[config.mk]
export PLATFORM = sky130hd
export DESIGN_NAME = template_matcher
export DESIGN_NICKNAME = d
export VERILOG_FILES = /design/src/rtl/template_matcher.sv
export SDC_FILE = /design/constraint.sdc
export NUM_CORES = 1
export LEC_CHECK = 0
export CAP_MARGIN = 10
export CORE_UTILIZATION = 42
export DETAILED_ROUTE_END_ITERATION = 10
export MAX_ROUTING_LAYER = met4
export PLACE_DENSITY = 0.69
export SLEW_MARGIN = 20
export SYNTH_ARGS = -nofsm -noshare
export SYNTH_HDL_FRONTEND = slang
export SYNTH_SLANG_ARGS = --single-unit
[constraint.sdc]
create_clock -name clk -period 2.7 [get_ports clk]
set_input_delay 0.54 -clock clk [delete_from_list [all_inputs] [get_ports clk]]
set_output_delay 0.54 -clock clk [all_outputs]
set_load 0.005 [all_outputs]
[src/rtl/template_matcher.sv]
// Compares a 16x16 sample bitmap against a character template one row per cycle.
// 17 cycles from accepted start to done; start is ignored while busy.
module template_matcher #(
  parameter logic [8:0] THRESH = 9'd230
) (
  input  logic        clk,
  input  logic        clr,
  input  logic        start,
  output logic [3:0]  tmpl_addr,
  input  logic [15:0] tmpl_row,
  output logic [3:0]  smp_addr,
  input  logic [15:0] smp_row,
  output logic        busy,
  output logic        done,
  output logic [8:0]  score,
  output logic        match
);

  typedef enum logic [1:0] {IDLE, SCAN, FLUSH} state_t;

  state_t      state, state_nxt;
  logic [3:0]  row;
  logic [8:0]  acc;
  logic [4:0]  pc_q;
  logic [4:0]  pc;
  logic [8:0]  total;

  assign tmpl_addr = row;
  assign smp_addr  = row;
  assign total     = acc + {4'd0, pc_q};

  // Agreeing pixels in the currently addressed row.
  always_comb begin
    pc = 5'd0;
    for (int i = 0; i < 16; i++) begin
      pc = pc + {4'd0, ~(tmpl_row[i] ^ smp_row[i])};
    end
  end

  always_comb begin
    state_nxt = state;
    case (state)
      IDLE:    if (start) state_nxt = SCAN;
      SCAN:    if (row == 4'd15) state_nxt = FLUSH;
      FLUSH:   state_nxt = IDLE;
      default: state_nxt = IDLE;
    endcase
  end

  always_ff @(posedge clk or posedge clr) begin
    if (clr) begin
      state <= IDLE;
      row   <= 4'd0;
      acc   <= 9'd0;
      pc_q  <= 5'd0;
      busy  <= 1'b0;
      done  <= 1'b0;
      score <= 9'd0;
      match <= 1'b0;
    end else begin
      state <= state_nxt;
      busy  <= (state_nxt != IDLE);
      done  <= (state == FLUSH);

      if (state == SCAN) begin
        row  <= (row == 4'd15) ? 4'd0 : row + 4'd1;
        pc_q <= pc;
      end else begin
        row <= 4'd0;
      end

      // pc_q is stale on the first SCAN edge, so row 0's count joins one edge later.
      if (state == IDLE && start)
        acc <= 9'd0;
      else if (state == SCAN && row != 4'd0)
        acc <= total;

      if (state == FLUSH) begin
        score <= total;
        match <= (total >= THRESH);
      end
    end
  end

endmodule

==> flow_metrics.env <==
export IMPL_grt_util_met3_pct=3.33
export IMPL_path_clk_slew_ps=60
export IMPL_finalPower_mw=3.43
export IMPL_critical_path_class="input pin to flip-flop"
export IMPL_p_leak_nw=1.28
export IMPL_end_kind="flip-flop"
export IMPL_vias=1599
export IMPL_place_congestion=0.767
export IMPL_grtUsageMet1_pct=19.9
export IMPL_utilization_pct=59.2
export IMPL_route_antenna_remaining_nets=0
export IMPL_ioPinCount=55
export IMPL_crit_path_start_kind="input pin"
export IMPL_ys_warn_count=0
export IMPL_grt_max_degree=33
export IMPL_grt_pass1_vias=1554
export IMPL_clk_path_buf_depth=2
export IMPL_cts_sinks=32
export IMPL_setup_violations=5
export IMPL_use_met2_pct=27.7
export IMPL_crit_required_ps=2870
export IMPL_async_flop_share_pct=100
export IMPL_r2r_start="acc[0]"
export IMPL_cp_arrival_ps=3760
export IMPL_netlist_area_um2=2080
export IMPL_worst_slack_ps=-892
export IMPL_vdd_drop_max_uv=522
export IMPL_synth_area_top_cells="dfrtp_1, fa_1, ha_1, xnor2_1, xor2_1"
export IMPL_gr_total_overflow=0
export IMPL_num_antenna_cells=0
export IMPL_syn2layout_area_growth_pct=35.3
export IMPL_setup_tns_ps=-3740
export IMPL_grt_usage_pct=17.0
export IMPL_hp_class="flip-flop to flip-flop"
export IMPL_ys_ff_latch=32
export IMPL_cts_tree="built"
export IMPL_floorplan_initialDensity_pct=43.8
export IMPL_htree_levels=2
export IMPL_synth_cell_type_count=38
export IMPL_grt_first_pass_wirelength_um=6620
export IMPL_avgSynthCellArea_um2=10.1
export IMPL_drc=0
export IMPL_powerDensity_nw_per_um2=1220
export IMPL_cts_buffers=5
export IMPL_holdPathStages=2
export IMPL_drtIter0Drc=51
export IMPL_synth_nets=264
export IMPL_die_height_um=72.4
export IMPL_rsz0062_at_grt="true"
export IMPL_report_final_slew_viol_count=0
export IMPL_vias_per_cell=4.80
export IMPL_core_um2=4750
export IMPL_failed_checks="negative setup slack"
export IMPL_postCtsSetupBuffers=0
export IMPL_hold_viol=0
export IMPL_worst_pin_slew_ps=465
export IMPL_skew_ps=5.93
export IMPL_layout_drive_gt1_share_pct=21.4
export IMPL_fin_crit_sh_pct=133
export IMPL_netlist_top_cell_by_area="dfrtp_1"
export IMPL_fmax_mhz=278
export IMPL_pre_cts_slack_ps=-1630
export IMPL_rows=25
export IMPL_synth_seq_area_share_pct=38.5
export IMPL_reg2reg_slack_ps=580
export IMPL_synth_top_cell_area_share_pct=38.5
export IMPL_firstDrtPassIters=4
export IMPL_final_fill_count=439
export IMPL_worst_r2r_path_depth=8
export IMPL_path_max_fanout=2
export IMPL_r2r_end="acc[6]"
export IMPL_synth_cells=206
export IMPL_status="finished with violations"
export IMPL_antenna_found_initial=0
export IMPL_drv_cap=0
export IMPL_min_to="score[4]"
export IMPL_hp_start="score[4]"
export IMPL_routed_wl_um=3730
export IMPL_fin_nets=324
export IMPL_slew_headroom_pct=69.0
export IMPL_die_w_um=72.4
export IMPL_cts_root_buf="clkbuf_8"
export IMPL_busiest_layer="met2"
export IMPL_period_needed_ps=3590
export IMPL_synth_edf_count=0
export IMPL_dpl_hpwl_um=2910
export IMPL_wl_per_cell_um=11.2
export IMPL_clk_latency_ps=290
export IMPL_die_area_um2=5240
export IMPL_ys_flop_type="dfrtp_1"
export IMPL_io_buffer_count=54
==> synth_stat cells, types with 3 or more instances <==
library cell	instances
a21o_1	4
nand2_1	23
o21ai_0	9
a22o_1	3
ha_1	12
a21oi_1	7
o21ai_1	10
nand2b_1	3
a21oi_2	3
xnor2_1	15
nand4_1	3
nor2_1	9
fa_1	11
xor2_1	11
inv_1	22
dfrtp_1	32
buf_4	4
==> kinds of logic after synthesis <==
kind of cell | Yosys count | synth area share, %
multiplexers | 2 | 1.08
AO/OA/AOI/OAI | 45 | 14.8
AND/OR/NAND/NOR | 48 | 10.8
adder cells (fa/ha/maj) | 23 | 17.8
flip-flops | 32 | 38.5
XOR/XNOR | 26 | 10.9
buffers and inverters | 30 | 6.19
==> layout make-up <==
| cell class | count | area [um^2] | share of cell area, % |
|---|---|---|---|
| Sequential cell | 32 | 801 | 28.4 |
| Clock buffer | 6 | 72.6 | 2.58 |
| Multi-Input combinational cell | 144 | 1250 | 44.5 |
| Timing Repair Buffer | 60 | 514 | 18.3 |
| Tap cell | 67 | 83.8 | 2.98 |
| Inverter | 23 | 86.3 | 3.07 |
| Clock inverter | 1 | 5.00 | 0.178 |
==> registers in the layout, summed over array words and instances (netlist names) <==
signal and count:
match 1, done 1, busy 1, pc_q 5, state 2, smp_addr 4, score 9, acc 9
==> what timing repair did <==
item | in CTS | in global routing
cloned | 0 | 0
pin swaps | 17 | 13
setup endpoints to repair | 5 | 5
resized for setup | 64 | 17
hold buffers | 0 | 0
==> cells in the final DEF (no fill, tap or decap), types with 4 or more instances in the layout <==
master           netlist  routed
xor2_1                11       7
nor2_1                 9       9
xor2_2                 0       4
nand2_1               23      23
buf_4                  4       6
xnor2_1               15      12
a21o_1                 4       4
o21ai_1               10      13
a21oi_2                3       4
a21oi_1                7       6
inv_2                  1       4
clkbuf_2               0       5
dfrtp_1               32      32
inv_1                 22      19
fa_1                  11       9
clkbuf_8               0       5
buf_2                  1      10
clkdlybuf4s50_1        0      36
ha_1                  12      10
o21ai_0                9       6
==> report_power, final <==
group | internal [mW] | total (mW) | switching (mW)
Combinational | 1.16 | 2.25 | 1.10
Sequential | 0.686 | 0.833 | 0.147
Clock | 0.175 | 0.343 | 0.168
==> critical path, cell delays in order <==
cell and delay, ps:
buf_6 90, xor2_2 170, fa_1 530, inv_1 50, fa_1 480, fa_2 580, fa_1 450, ha_4 190
fa_2 400, mux2_4 270
==> metal layers <==
metal / routed length (um) / vias to the layer above
met5: 0 / -
met4: 80 / 0
met3: 146 / 9
met2: 1850 / 44
met1: 1660 / 752
li1: - / 794
==> worst max path at each step <==
stage / startpoint / end / slack (ps) / cells after the start
global route: smp_row[13] / pc_q[1] / -980 / 10
floorplan: smp_row[11] / pc_q[1] / -990 / 9
CTS: tmpl_row[7] / pc_q[1] / -1010 / 10
detailed placement: smp_row[3] / pc_q[1] / -1630 / 11
finish: smp_row[13] / pc_q[1] / -890 / 10
global placement: smp_row[3] / pc_q[1] / -1580 / 11
==> stage by stage <==
step	cells	instance area (um^2)	hold WS, ps
6_report	333	2820	471
5_1_grt	333	2820	492
4_1_cts	333	2810	478
3_5_place_dp	326	2750	463
3_3_place_gp	326	2750	457
2_1_floorplan	206	2130	454
(Power assumes the default switching activity.)
